--- config.mk ---
export PLATFORM = sky130hd
export DESIGN_NAME = pipe_stage_reg
export DESIGN_NICKNAME = d
export VERILOG_FILES = /design/src/rtl/pipe_stage_reg_pkg.sv /design/src/rtl/pipe_entry_reg.sv /design/src/rtl/pipe_stage_reg.sv
export SDC_FILE = /design/constraint.sdc
export NUM_CORES = 1
export LEC_CHECK = 0
export ABC_AREA = 1
export CORE_MARGIN = 4
export CORE_UTILIZATION = 30
export DETAILED_ROUTE_END_ITERATION = 6
export DONT_BUFFER_PORTS = 1
export PLACE_DENSITY = 0.52
export SKIP_LAST_GASP = 1
export SLEW_MARGIN = 20
export SYNTH_ARGS = -nofsm -noshare
export SYNTH_HDL_FRONTEND = slang
export SYNTH_SLANG_ARGS = --single-unit
--- constraint.sdc ---
create_clock -name clk -period 3.65 [get_ports clk]
set_input_delay 0.73 -clock clk [delete_from_list [all_inputs] [get_ports clk]]
set_output_delay 0.73 -clock clk [all_outputs]
set_load 0.005 [all_outputs]
--- src/rtl/pipe_stage_reg_pkg.sv ---
// Shared pipeline definitions: default path widths, the bubble instruction and
// the entry record carried by every inter-stage register.
package pipe_stage_reg_pkg;

    localparam int unsigned PcW   = 32;
    localparam int unsigned DataW = 32;
    localparam logic [DataW-1:0] NopInstr = 32'h0000_0000;

    typedef struct packed {
        logic             valid;
        logic [PcW-1:0]   pc;
        logic [DataW-1:0] ins;
    } entry_t;

    // A cycle is stalled when a held entry cannot leave, or the stage is frozen.
    function automatic logic stall_cycle(input logic m_v, input logic out_ready,
                                         input logic freeze);
        return (m_v & ~out_ready) | freeze;
    endfunction

endpackage

--- src/rtl/pipe_entry_reg.sv ---
// One valid+payload slot of the elastic stage; load sets valid, clear empties
// the slot and zeroes the payload.
module pipe_entry_reg #(
    parameter int unsigned PC_W   = 32,
    parameter int unsigned DATA_W = 32
) (
    input  logic              clk,
    input  logic              rst,
    input  logic              clr,
    input  logic              load,
    input  logic [PC_W-1:0]   pc_d,
    input  logic [DATA_W-1:0] ins_d,
    output logic              valid,
    output logic [PC_W-1:0]   pc,
    output logic [DATA_W-1:0] ins
);

    always_ff @(posedge clk) begin
        if (rst || clr) begin
            valid <= 1'b0;
            pc    <= '0;
            ins   <= '0;
        end else if (load) begin
            valid <= 1'b1;
            pc    <= pc_d;
            ins   <= ins_d;
        end
    end

endmodule

--- src/rtl/pipe_stage_reg.sv ---
// Elastic pipeline register with a 2-entry skid buffer, freeze/flush control
// and a saturating stall-cycle counter.
module pipe_stage_reg
    import pipe_stage_reg_pkg::*;
#(
    parameter int unsigned       DATA_W    = DataW,
    parameter int unsigned       PC_W      = PcW,
    parameter logic [DATA_W-1:0] NOP_INSTR = DATA_W'(NopInstr),
    parameter int unsigned       CNT_W     = 16
) (
    input  logic              clk,
    input  logic              rst,
    input  logic              freeze,
    input  logic              flush,
    input  logic              in_valid,
    output logic              in_ready,
    input  logic [PC_W-1:0]   PC_in,
    input  logic [DATA_W-1:0] Instruction_in,
    output logic              out_valid,
    input  logic              out_ready,
    output logic [PC_W-1:0]   PC,
    output logic [DATA_W-1:0] Instruction,
    output logic [CNT_W-1:0]  stall_cnt
);

    logic              m_v, s_v;
    logic [PC_W-1:0]   m_pc, s_pc, m_pc_d;
    logic [DATA_W-1:0] m_ins, s_ins, m_ins_d;
    logic              accept, consume;
    logic              m_load, m_clr, m_from_skid, s_load, s_clr;
    logic [CNT_W-1:0]  cnt_q;

    assign in_ready = ~s_v & ~freeze & ~rst;
    assign accept   = in_valid & in_ready;
    assign consume  = m_v & out_ready & ~freeze;

    // Freeze already forces accept and consume low, so entries hold by default.
    always_comb begin
        m_load      = 1'b0;
        m_from_skid = 1'b0;
        m_clr       = flush;
        s_load      = 1'b0;
        s_clr       = flush;
        if (!flush) begin
            if (consume) begin
                if (s_v) begin
                    m_load      = 1'b1;
                    m_from_skid = 1'b1;
                    s_clr       = 1'b1;
                end else if (accept) begin
                    m_load = 1'b1;
                end else begin
                    m_clr = 1'b1;
                end
            end else if (accept) begin
                if (m_v) begin
                    s_load = 1'b1;
                end else begin
                    m_load = 1'b1;
                end
            end
        end
    end

    assign m_pc_d  = m_from_skid ? s_pc  : PC_in;
    assign m_ins_d = m_from_skid ? s_ins : Instruction_in;

    pipe_entry_reg #(
        .PC_W   (PC_W),
        .DATA_W (DATA_W)
    ) u_main (
        .clk   (clk),
        .rst   (rst),
        .clr   (m_clr),
        .load  (m_load),
        .pc_d  (m_pc_d),
        .ins_d (m_ins_d),
        .valid (m_v),
        .pc    (m_pc),
        .ins   (m_ins)
    );

    pipe_entry_reg #(
        .PC_W   (PC_W),
        .DATA_W (DATA_W)
    ) u_skid (
        .clk   (clk),
        .rst   (rst),
        .clr   (s_clr),
        .load  (s_load),
        .pc_d  (PC_in),
        .ins_d (Instruction_in),
        .valid (s_v),
        .pc    (s_pc),
        .ins   (s_ins)
    );

    // Counter survives flush; only reset clears it.
    always_ff @(posedge clk) begin
        if (rst) begin
            cnt_q <= '0;
        end else if (stall_cycle(m_v, out_ready, freeze) && (cnt_q != '1)) begin
            cnt_q <= cnt_q + CNT_W'(1);
        end
    end

    assign out_valid   = m_v;
    assign PC          = m_v ? m_pc  : '0;
    assign Instruction = m_v ? m_ins : NOP_INSTR;
    assign stall_cnt   = cnt_q;

endmodule

==> flow_metrics.tcl, run 1 <==
set metrics [dict create \
    status "finished clean" \
    end_kind "output pin" \
    reg2reg_to "u_main.pc[17]" \
    layout.cells.non_filler 1463 \
    finalSetupTns_ns 0 \
    crit_fanout 40 \
    critical_path_class "reg2out" \
    syn_nets 1239 \
    layout-drive-gt1-share_pct 4.37 \
    drtIter0Drc 236 \
    hold_path_end "stall_cnt[5]" \
    ys_ff_latch 146 \
    yosysTopAreaCell "dfxtp_1" \
    grtUsageTotal_pct 14.0 \
    path_clk_slew_ns 0.07 \
    crit_slowest_cell "dfxtp_2" \
    syn_area_um2 7160 \
    cts_tree "built" \
    globalplace.congestion 0.747 \
    core_um2 23500 \
    final_design_area_no_fill_um2 7940 \
    wirelength_um 18300 \
    wl_per_cell_um 12.5 \
    grt_pass1_wl_um 29600 \
    cts_resized 0 \
    placed_area_um2 7370 \
    start_util_pct 30.5 \
    area_growth_pct 10.9 \
    crit_chain "buf_4 -> nand2_1 -> inv_1" \
    setup_violations 0 \
    grt.overflow.total 0 \
    hold_depth 1 \
    syn_inst 1168 \
    fin_crit_sh_pct 75.1 \
    placementRows 56 \
    cts_root_buffer "clkbuf_16" \
    htree_levels 4 \
    num_io_pins 152 \
    die_y_um 162 \
    die-width_um 162 \
    drc_errors 0 \
    worst_slew_pin_slew_ns 0.879 \
    ff2ff_setup_slack_ns 1.19 \
    yosys_warnings 0 \
    hold_class "in2reg" \
    max_freq_ghz 0.365 \
    cts_buffers 17 \
    cp-start-kind "register" \
    hold_viol 0 \
    pwr_density_cell_nw_per_um2 441 \
    nets 1202 \
    layout_commonest_cell "nand2_1" \
    arrival_ns 2.01 \
    dr.pass1.iters 4 \
    netlist.area_leader.share_pct 40.8 \
    hpwl_um 11900 \
    die_area_um2 26400 \
    ys_seq_area_share_pct 40.8 \
    antenna_found_initial 0 \
    slew_headroom_pct 41.4 \
    rr_worst_depth 6 \
    rr_startpoint "u_main.valid" \
    final_util_pct 33.8 \
    max_stage_delay_ns 0.73 \
    port_buffers 0 \
    grt_pass1_vias 5459 \
    cts_hold_buffers 0 \
    hold_path_startpoint "rst" \
    grt_start_max_net_pins 97 \
    crit_required_ns 2.92 \
    syn_avg_cell_area_um2 6.13 \
    cts.sinks 146 \
    insertion_delay_ns 0.42 \
    rsz0062_at_grt "no" \
    irDropWorstVdd_mv 0.217 \
    leakage_uw 0.00378 \
    period_needed_ns 2.74 \
    fillers 2588 \
    antennaDiodeCount 0 \
    final.setup_skew_ns 0.0126 \
    post-cts-setup-buffer-count 0 \
    via_count 6080 \
    placed_cells 1431 \
    clockBufferDepth 2 \
    layout_common_cells "nand2_1, nor2_1, inv_1, dfxtp_1, o21ai_0" \
    synth.area.top_cells "dfxtp_1, nand2_1, nor2_1, inv_1, o21ai_0" \
    drv_slew 0 \
    vias_per_cell 4.16 \
    maxCapViolCount 0 \
    ys_types 22 \
    ant_nets 0 \
]
==> how the worst max path moves through the flow <==
stage                       startpoint         endpoint  slack, ns  depth (start not counted)
after floorplan           u_main.valid   Instruction[0]       1.84                          4
after global placement          freeze   u_main.ins[23]       1.01                          7
after detailed placement        freeze    u_main.pc[17]       1.01                          7
after CTS                 u_main.valid  Instruction[25]       0.79                          3
after global routing      u_main.valid  Instruction[25]       0.67                          3
final                     u_main.valid  Instruction[25]       0.91                          3
==> synth_stat cells (all sizes together) <==
cell,number
inv,210
o21ai,130
o21a,1
clkbuf,24
nand2,314
xor2,4
nand4,6
a21oi,38
xnor2,3
nor3,1
dfxtp,146
ha,1
buf,39
nand3,15
nor2,236
==> worst max-delay path: cells and delay by family, from the launching register on <==
family / cells / cell delay, ns
buf+inv: 2 / 0.66
flops: 1 / 0.73
simple gates: 1 / 0.20
==> per-stage QoR <==
stage / power (uW) / hold WS [ns] / setup slack [ns]
2_1_floorplan: 1780 / 0.424 / 1.84
3_3_place_gp: 1810 / 0.432 / 1.01
3_5_place_dp: 1810 / 0.439 / 1.01
4_1_cts: 3560 / 0.339 / 0.788
5_1_grt: 3650 / 0.344 / 0.668
6_report: 3500 / 0.366 / 0.908
==> cell type report <==
cell class	count	area [um2]	area share [%]
clock inverters	15	146	1.84
repair buffers	7	90.1	1.13
inverters	210	788	9.93
clock buffers	17	425	5.36
multi-input cells	749	3160	39.9
well taps	319	399	5.03
flip-flops and latches	146	2920	36.8
==> state kept, by name (all words and copies together) (netlist names) <==
name	flops
u_skid.pc	32
u_skid.valid	1
u_main.valid	1
u_main.ins	32
u_main.pc	32
stall_cnt	16
u_skid.ins	32
==> layer usage <==
layer | global-route usage, % | share of wire [%] | vias up
li1 | - | - | 3386
met3 | 5.75 | 7.9 | 11
met4 | 3.23 | 0.78 | 0
met2 | 22.0 | 45 | 119
met5 | 0 | 0 | -
met1 | 18.1 | 46 | 2564
==> power by group <==
part / internal, uW / total [uW] / switching [uW] / leakage [uW]
Combinational: 50.4 / 150 / 99.1 / 0.00233
Sequential: 1610 / 1620 / 12.3 / 0.00118
Clock: 957 / 1730 / 772 / 0.000270
==> cells by family after synthesis <==
logic type	after synthesis	share of synthesized area, %
AND/OR/NAND/NOR	572	30.7
XOR/XNOR	7	0.856
buffers and inverters	273	15.5
adder cells (fa/ha/maj)	1	0.175
AO/OA/AOI/OAI	169	12.0
flip-flops	146	40.8
No activity file was read; power rests on OpenSTA's default activity.
==> run 2: changes to the inputs <==
PLACE_DENSITY = 0.53   (was 0.52)
clock period = 2.2 ns   (was 3.65 ns; I/O delays follow)
==> run 2 against run 1 <==
Setup slack worse by 0.58 ns. Clock power is 72% higher. Sequential power is 65% higher. Clock skew is 0.0012 ns lower. Critical path depth stayed put. Combinational power is 77% higher. Die area stayed put. Total power is 69% higher. Non-clock buffer count is 10 higher. Critical endpoint is now Instruction[23]. Largest power group unchanged. Highest routed layer unchanged.
==> flow_metrics.tcl, run 2 (synthesized netlist as in run 1, its figures left out) <==
set metrics [dict create \
    wl_per_cell_um 12.6 \
    grt.overflow.total 0 \
    dr.pass1.iters 4 \
    reg2reg_to "u_main.pc[18]" \
    crit_fanout 66 \
    cts.sinks 146 \
    final.setup_skew_ns 0.0114 \
    nets 1212 \
    cts_resized 0 \
    ff2ff_setup_slack_ns 0.35 \
    clockBufferDepth 2 \
    end_kind "output pin" \
    hold_class "in2reg" \
    hold_path_end "stall_cnt[7]" \
    setup_violations 0 \
    max_stage_delay_ns 0.38 \
    antenna_found_initial 0 \
    cts_root_buffer "clkbuf_16" \
    period_needed_ns 1.88 \
    grtUsageTotal_pct 14.1 \
    grt_pass1_vias 5557 \
    rr_worst_depth 7 \
    die_area_um2 26400 \
    area_growth_pct 12.6 \
    post-cts-setup-buffer-count 0 \
    final_design_area_no_fill_um2 8060 \
    hpwl_um 12300 \
    vias_per_cell 4.21 \
    cts_tree "built" \
    irDropWorstVdd_mv 0.489 \
    hold_viol 0 \
    arrival_ns 1.44 \
    layout-drive-gt1-share_pct 5.20 \
    fin_crit_sh_pct 85.3 \
    grt_pass1_wl_um 30000 \
    placed_area_um2 7470 \
    layout_commonest_cell "nand2_1" \
    crit_required_ns 1.76 \
    num_io_pins 152 \
    core_um2 23500 \
    cts_buffers 17 \
    pwr_density_cell_nw_per_um2 734 \
    drtIter0Drc 320 \
    start_util_pct 30.5 \
    crit_chain "buf_12 -> nand2_1 -> inv_1" \
    worst_slew_pin_slew_ns 0.634 \
    via_count 6200 \
    drc_errors 0 \
    critical_path_class "reg2out" \
    maxCapViolCount 0 \
    path_clk_slew_ns 0.07 \
    status "finished clean" \
    rr_startpoint "u_skid.valid" \
    placementRows 56 \
    leakage_uw 0.00385 \
    wirelength_um 18500 \
    crit_slowest_cell "dfxtp_2" \
    rsz0062_at_grt "no" \
    die-width_um 162 \
    hold_path_startpoint "rst" \
    port_buffers 0 \
    max_freq_ghz 0.533 \
    cts_hold_buffers 0 \
    ant_nets 0 \
    die_y_um 162 \
    slew_headroom_pct 57.7 \
    hold_depth 1 \
    grt_start_max_net_pins 69 \
    htree_levels 4 \
    antennaDiodeCount 0 \
    finalSetupTns_ns 0 \
    cp-start-kind "register" \
    insertion_delay_ns 0.42 \
    fillers 2651 \
    drv_slew 0 \
    layout_common_cells "nand2_1, nor2_1, inv_1, dfxtp_1, o21ai_0" \
    globalplace.congestion 0.756 \
]
[run 2: cell types whose count changed in the layout (fill, tap and decap cells not counted), sizes merged]
cell / previous run / this run
clkinvlp: 4 / 2
clkinv: 3 / 4
bufinv: 1 / 2
buf: 7 / 17
[run 2: worst max-delay path by stage]
| stage | startpoint | endpoint | slack [ns] | depth (start not counted) |
|---|---|---|---|---|
| after floorplan | u_main.valid | Instruction[0] | 0.68 | 4 |
| after global placement | freeze | u_main.ins[26] | 0.36 | 8 |
| after detailed placement | flush | u_skid.ins[16] | 0.29 | 7 |
| after CTS | u_main.valid | Instruction[23] | 0.29 | 3 |
| after global routing | u_skid.valid | u_main.pc[13] | 0.16 | 7 |
| final | u_main.valid | Instruction[23] | 0.32 | 3 |
[run 2: per-stage QoR]
step / hold WS [ns] / power, uW / worst slack [ns] / instances / util (%)
finish: 0.0819 / 5920 / 0.323 / 1473 / 34.4
detailed placement: 0.436 / 3010 / 0.285 / 1441 / 31.8
global route: 0.0546 / 6200 / 0.159 / 1473 / 34.4
global placement: 0.432 / 3010 / 0.362 / 1441 / 31.8
CTS: 0.0536 / 6040 / 0.290 / 1473 / 34.4
floorplan: 0.424 / 2950 / 0.679 / 1168 / -
[run 2: final cells by class]
class	count	area, um2	area share, %
repair buffers	17	190	2.36
well taps	319	399	4.95
flip-flops and latches	146	2920	36.3
multi-input cells	749	3160	39.2
clock buffers	17	425	5.28
clock inverters	15	173	2.14
inverters	210	788	9.78
[run 2: metal layers]
metal / global-route usage (%) / vias up / wire, um
met1: 18.9 / 2642 / 8860
met2: 21.0 / 138 / 7910
met5: 0 / - / 0
li1: - / 3404 / -
met3: 5.42 / 16 / 1370
met4: 4.54 / 0 / 349
[run 2: power by group]
group | internal, uW | switching, uW
registers | 2670 | 14.3
logic | 91.2 | 175
clock network | 1710 | 1270
[run 2: critical path, delay by kind of cell, from the launching register on]
| kind | cells | cell delay, ns |
|---|---|---|
| simple gates | 1 | 0.20 |
| flops | 1 | 0.38 |
| buf+inv | 2 | 0.43 |
